$ cat src/rtl/btn_pkg.sv
// Shared definitions for the pushbutton debounce/toggle path: FSM state
// encoding and the default debounce window (10 ms at 50 MHz).
package btn_pkg;

  typedef enum logic [1:0] {
    ST_IDLE         = 2'd0,
    ST_PRESS_WAIT   = 2'd1,
    ST_PRESSED      = 2'd2,
    ST_RELEASE_WAIT = 2'd3
  } btn_state_e;

  localparam int DEBOUNCE_CYCLES_DEF = 500000;

endpackage

$ cat src/rtl/sync_2ff.sv
// Two-flop synchronizer for a single asynchronous level input; shared by the
// button and switch inputs of the lab designs.
module sync_2ff (
  input  logic clk,
  input  logic rst,
  input  logic d_i,
  output logic q_o
);

  logic meta_q;
  logic sync_q;

  always_ff @(posedge clk) begin
    if (rst) begin
      meta_q <= 1'b0;
      sync_q <= 1'b0;
    end else begin
      meta_q <= d_i;
      sync_q <= meta_q;
    end
  end

  assign q_o = sync_q;

endmodule

$ cat src/rtl/btn_toggle_pulse.sv
// Debounces a raw pushbutton and emits one registered single-cycle pulse per
// accepted press, intended to drive the t input of a downstream T flip-flop.
module btn_toggle_pulse
  import btn_pkg::*;
#(
  parameter int DEBOUNCE_CYCLES = DEBOUNCE_CYCLES_DEF,
  parameter int CNT_W           = $clog2(DEBOUNCE_CYCLES + 1)
) (
  input  logic clk,
  input  logic rst,
  input  logic btn_in,
  output logic t_pulse,
  output logic btn_level
);

  localparam logic [CNT_W-1:0] CNT_MAX = CNT_W'(DEBOUNCE_CYCLES);
  localparam logic [CNT_W-1:0] CNT_ONE = CNT_W'(1);

  logic             s;
  btn_state_e       state_q;
  logic [CNT_W-1:0] cnt_q;
  logic [CNT_W-1:0] cnt_inc_d;
  logic             pulse_q;

  sync_2ff u_sync (
    .clk (clk),
    .rst (rst),
    .d_i (btn_in),
    .q_o (s)
  );

  assign cnt_inc_d = cnt_q + CNT_ONE;

  // The counter only runs while waiting and stops at CNT_MAX, so it never wraps.
  always_ff @(posedge clk) begin
    if (rst) begin
      state_q <= ST_IDLE;
      cnt_q   <= '0;
      pulse_q <= 1'b0;
    end else begin
      pulse_q <= 1'b0;
      case (state_q)
        ST_IDLE: begin
          if (s) begin
            state_q <= ST_PRESS_WAIT;
            cnt_q   <= CNT_ONE;
          end
        end
        ST_PRESS_WAIT: begin
          if (!s) begin
            state_q <= ST_IDLE;
            cnt_q   <= '0;
          end else if (cnt_q == CNT_MAX) begin
            state_q <= ST_PRESSED;
            cnt_q   <= '0;
            pulse_q <= 1'b1;
          end else begin
            cnt_q   <= cnt_inc_d;
          end
        end
        ST_PRESSED: begin
          if (!s) begin
            state_q <= ST_RELEASE_WAIT;
            cnt_q   <= CNT_ONE;
          end
        end
        ST_RELEASE_WAIT: begin
          if (s) begin
            state_q <= ST_PRESSED;
            cnt_q   <= '0;
          end else if (cnt_q == CNT_MAX) begin
            state_q <= ST_IDLE;
            cnt_q   <= '0;
          end else begin
            cnt_q   <= cnt_inc_d;
          end
        end
        default: begin
          state_q <= ST_IDLE;
          cnt_q   <= '0;
        end
      endcase
    end
  end

  // Level is a pure decode of the state register, so it cannot glitch.
  assign btn_level = (state_q == ST_PRESSED) || (state_q == ST_RELEASE_WAIT);
  assign t_pulse   = pulse_q;

endmodule
$ cat config.mk
export PLATFORM = sky130hd
export DESIGN_NAME = btn_toggle_pulse
export DESIGN_NICKNAME = d
export VERILOG_FILES = /design/src/rtl/btn_pkg.sv /design/src/rtl/sync_2ff.sv /design/src/rtl/btn_toggle_pulse.sv
export SDC_FILE = /design/constraint.sdc
export NUM_CORES = 1
export LEC_CHECK = 0
export CAP_MARGIN = 20
export CORE_MARGIN = 2
export CORE_UTILIZATION = 39
export CTS_CLUSTER_SIZE = 40
export DETAILED_ROUTE_END_ITERATION = 16
export GPL_TIMING_DRIVEN = 1
export SLEW_MARGIN = 25
export SYNTH_ARGS = -nofsm -noshare
export SYNTH_HDL_FRONTEND = slang
export SYNTH_SLANG_ARGS = --single-unit
$ cat constraint.sdc
create_clock -name clk -period 2.4 [get_ports clk]
set_input_delay 0.36 -clock clk [delete_from_list [all_inputs] [get_ports clk]]
set_output_delay 0.36 -clock clk [all_outputs]
set_load 0.02 [all_outputs]
==> metrics.md <==
| Metric | Value |
|---|---|
| Status | `completed` |
| Cells along the critical path | `inv_1 -> ha_1 -> nor4bb_2 -> and3_4 -> a211oi_4 -> buf_4 -> a41oi_1 -> a31oi_1` |
| I/O Pins | `5` |
| FF+latch count, synth | `24` |
| Vias per inst | `5.53` |
| Initial DRC Count | `25` |
| Gpl congestion | `0.774` |
| Cell Int Power | `0.472 mW` |
| Hold-fix buffers, CTS | `0` |
| Antenna Cells | `0` |
| Setup Total Neg Slack | `0 ps` |
| Die W | `60.7 µm` |
| Worst-path fanout max | `32` |
| Max-cap violations | `0` |
| CTS resizes | `0` |
| Area of placed instances | `1320 µm²` |
| Clock root buffer | `clkbuf_4` |
| Post-DRT Antenna Nets | `0` |
| HPWL Detailed | `1760 µm` |
| Worst path slowest cell | `dfxtp_1` |
| CTS Sinks | `24` |
| Reg clk slew, reported paths | `130 ps` |
| Netlist cell types | `40` |
| Synth Flop Type | `dfxtp_1` |
| Cells after DPL | `184` |
| P&R area growth vs syn | `7.39%` |
| Starting density of the core | `41.0%` |
| Pwr/cell area | `453 nW/µm²` |
| CTS tree | `done` |
| Port Buffers | `4` |
| Yosys top cell area share | `38.4%` |
| Period utilization | `85.2%` |
| Final Hold Fails | `0` |
| Post-Syn Nets | `146` |
| Fin nets | `150` |
| H-tree depth | `1` |
| Hold Path Class | `reg2reg` |
| Setup Fix Bufs, Post-CTS | `0` |
| RSZ-0062 raised after global routing | `false` |
| Post-synth EDFFs | `0` |
| Data required, critical path | `2640 ps` |
| Slew Viols, Final | `0` |
| Final setup vio count | `0` |
| Sw Share | `22.4%` |
| Total CTS buffers | `3` |
| Count leader, synth | `dfxtp_1` |
| Final WL | `2480 µm` |
| GR Util All Layers | `14.2%` |
| Final critical-path required period | `2040 ps` |
| Skew final | `2.56 ps` |
| Initial antenna violation count | `0` |
| CP max stage delay | `410 ps` |
| Post-synthesis sequential area ratio | `38.4%` |
| Total of warnings raised by yosys | `0` |
| Psw | `0.136 mW` |
| Tot Pwr | `0.609 mW` |
| Clock power share | `29.0%` |
| Layout Cells excl Fill | `187` |
| Post-synthesis cell area | `1250 µm²` |
| Mapped Cells | `141` |
| Critical Path Sink Type | `flop` |
| Number of global-route vias before repair | `868` |
| Post-synth ARST share | `0%` |
| Core ar. | `3050 µm²` |
| Later-pin clock latency in the skew report | `310 ps` |
| Drt wl/cell | `13.2 µm` |
| Post-route cell area | `1350 µm²` |
| Rows | `20` |
| Leak pwr | `0.438 nW` |
| Die height | `60.7 µm` |
| Die ar. | `3680 µm²` |
| CP Launch Type | `flop` |
| Vias | `1034` |
| Comb power frac | `4.7%` |
| F_max | `489 MHz` |
| Critical path arrival | `2280 ps` |
| Least-Margin Pin Slew | `509 ps` |
| Most frequent cells after synthesis | `dfxtp_1, nand2_1, a21oi_1, a31oi_1, nand3_1` |
| Dominant cells by area after synthesis | `dfxtp_1, a31oi_1, a21oi_1` |
| Global-route wire length before repair | `3930 µm` |
| Share of layout cells above drive strength 1 | `11.2%` |
| TritonRoute pass-1 iters | `4` |
| Global route total overflow | `0` |
| Synth area leader | `dfxtp_1` |
| Sequential share of power | `66.4%` |
| Peak VDD IR | `0.214 mV` |
| Max_slew headroom | `65.8%` |
| DRC violations left | `0` |
| Largest net degree at the start of global routing | `33` |
| Critical path class | `reg2reg` |
| Bufs on Longest Clock Path | `2` |
| Mean Syn Cell Area | `8.88 µm²` |
[power groups by stage]
stage	logic, mW	clock network, mW	registers (mW)
after floorplan	0.0182	0	0.412
after global routing	0.0312	0.195	0.405
after CTS	0.0289	0.184	0.404
after global placement	0.0285	0	0.413
after detailed placement	0.0288	0	0.413
final	0.0283	0.176	0.404
[through the flow]
stage	util [%]	hold slack [ps]	setup slack, ps
2_1_floorplan	-	414	675
3_3_place_gp	43.3	420	496
3_5_place_dp	43.3	435	421
4_1_cts	44.1	460	386
5_1_grt	44.1	476	238
6_report	44.1	456	356
[final cells by class]
class | count | area [µm²]
flip-flops and latches | 24 | 480
fillers | 334 | 1710
repair buffers | 7 | 62.6
multi-input cells | 104 | 706
well taps | 44 | 55.1
inverters | 5 | 18.8
clock buffers | 3 | 22.5
[critical path, delay by kind of cell, from the launching register on]
| family | cells | cell delay, ps |
|---|---|---|
| compound gates | 3 | 560 |
| buf+inv | 2 | 410 |
| simple gates | 2 | 390 |
| fa+ha+maj | 1 | 200 |
| flops | 1 | 410 |
[logic make-up after synthesis]
group           synth area share, %
compound gates                 19.1
xor+xnor                       2.80
fa+ha+maj                      2.00
buf+inv                        5.29
flops                          38.4
mux                            2.40
simple gates                   30.1
[final timing paths]
check	slack [ps]	start	endpoint	cells after the start
setup / recovery	360	cnt_q[0]	cnt_q[9]	8
hold / removal	460	u_sync.meta_q	u_sync.q_o	1
setup reg to reg	360	cnt_q[0]	cnt_q[9]	8
hold reg to reg	460	u_sync.meta_q	u_sync.q_o	1
[state kept, by name, summed over array words and instances (netlist names), named ones only]
name           cells
state_q            1
cnt_q             19
u_sync.q_o         1
u_sync.meta_q      1
t_pulse            1
[cell usage in the layout, fill, tap and decap left out, types with 2 or more instances in the layout]
master | synthesis | final
nor2_1 | 5 | 5
a22o_1 | 3 | 3
or3_1 | 2 | 2
a21oi_1 | 11 | 11
nor3_1 | 2 | 2
clkdlybuf4s50_1 | 0 | 4
nand3_1 | 9 | 9
o21ai_0 | 3 | 3
mux2i_1 | 3 | 3
xnor2_1 | 2 | 2
inv_1 | 5 | 5
clkbuf_4 | 0 | 3
dfxtp_1 | 24 | 24
nand2_1 | 12 | 12
xor2_1 | 2 | 2
nand2b_1 | 4 | 4
nand4_1 | 7 | 7
ha_1 | 2 | 2
a41oi_1 | 3 | 3
nand3_2 | 2 | 2
a31oi_1 | 11 | 11
nor4bb_2 | 2 | 2
nor4_1 | 2 | 2
buf_4 | 2 | 3
and3_1 | 3 | 3
nor2b_1 | 2 | 2
[routing by layer]
metal / GRT usage, % / vias up / part of all wire, %
met5: 0 / - / 0
met4: 4.66 / 0 / 0.77
met3: 1.92 / 2 / 1.8
met2: 23.2 / 12 / 46
met1: 19.5 / 488 / 51
li1: - / 532 / -
No activity file was read; power rests on OpenSTA's default activity.
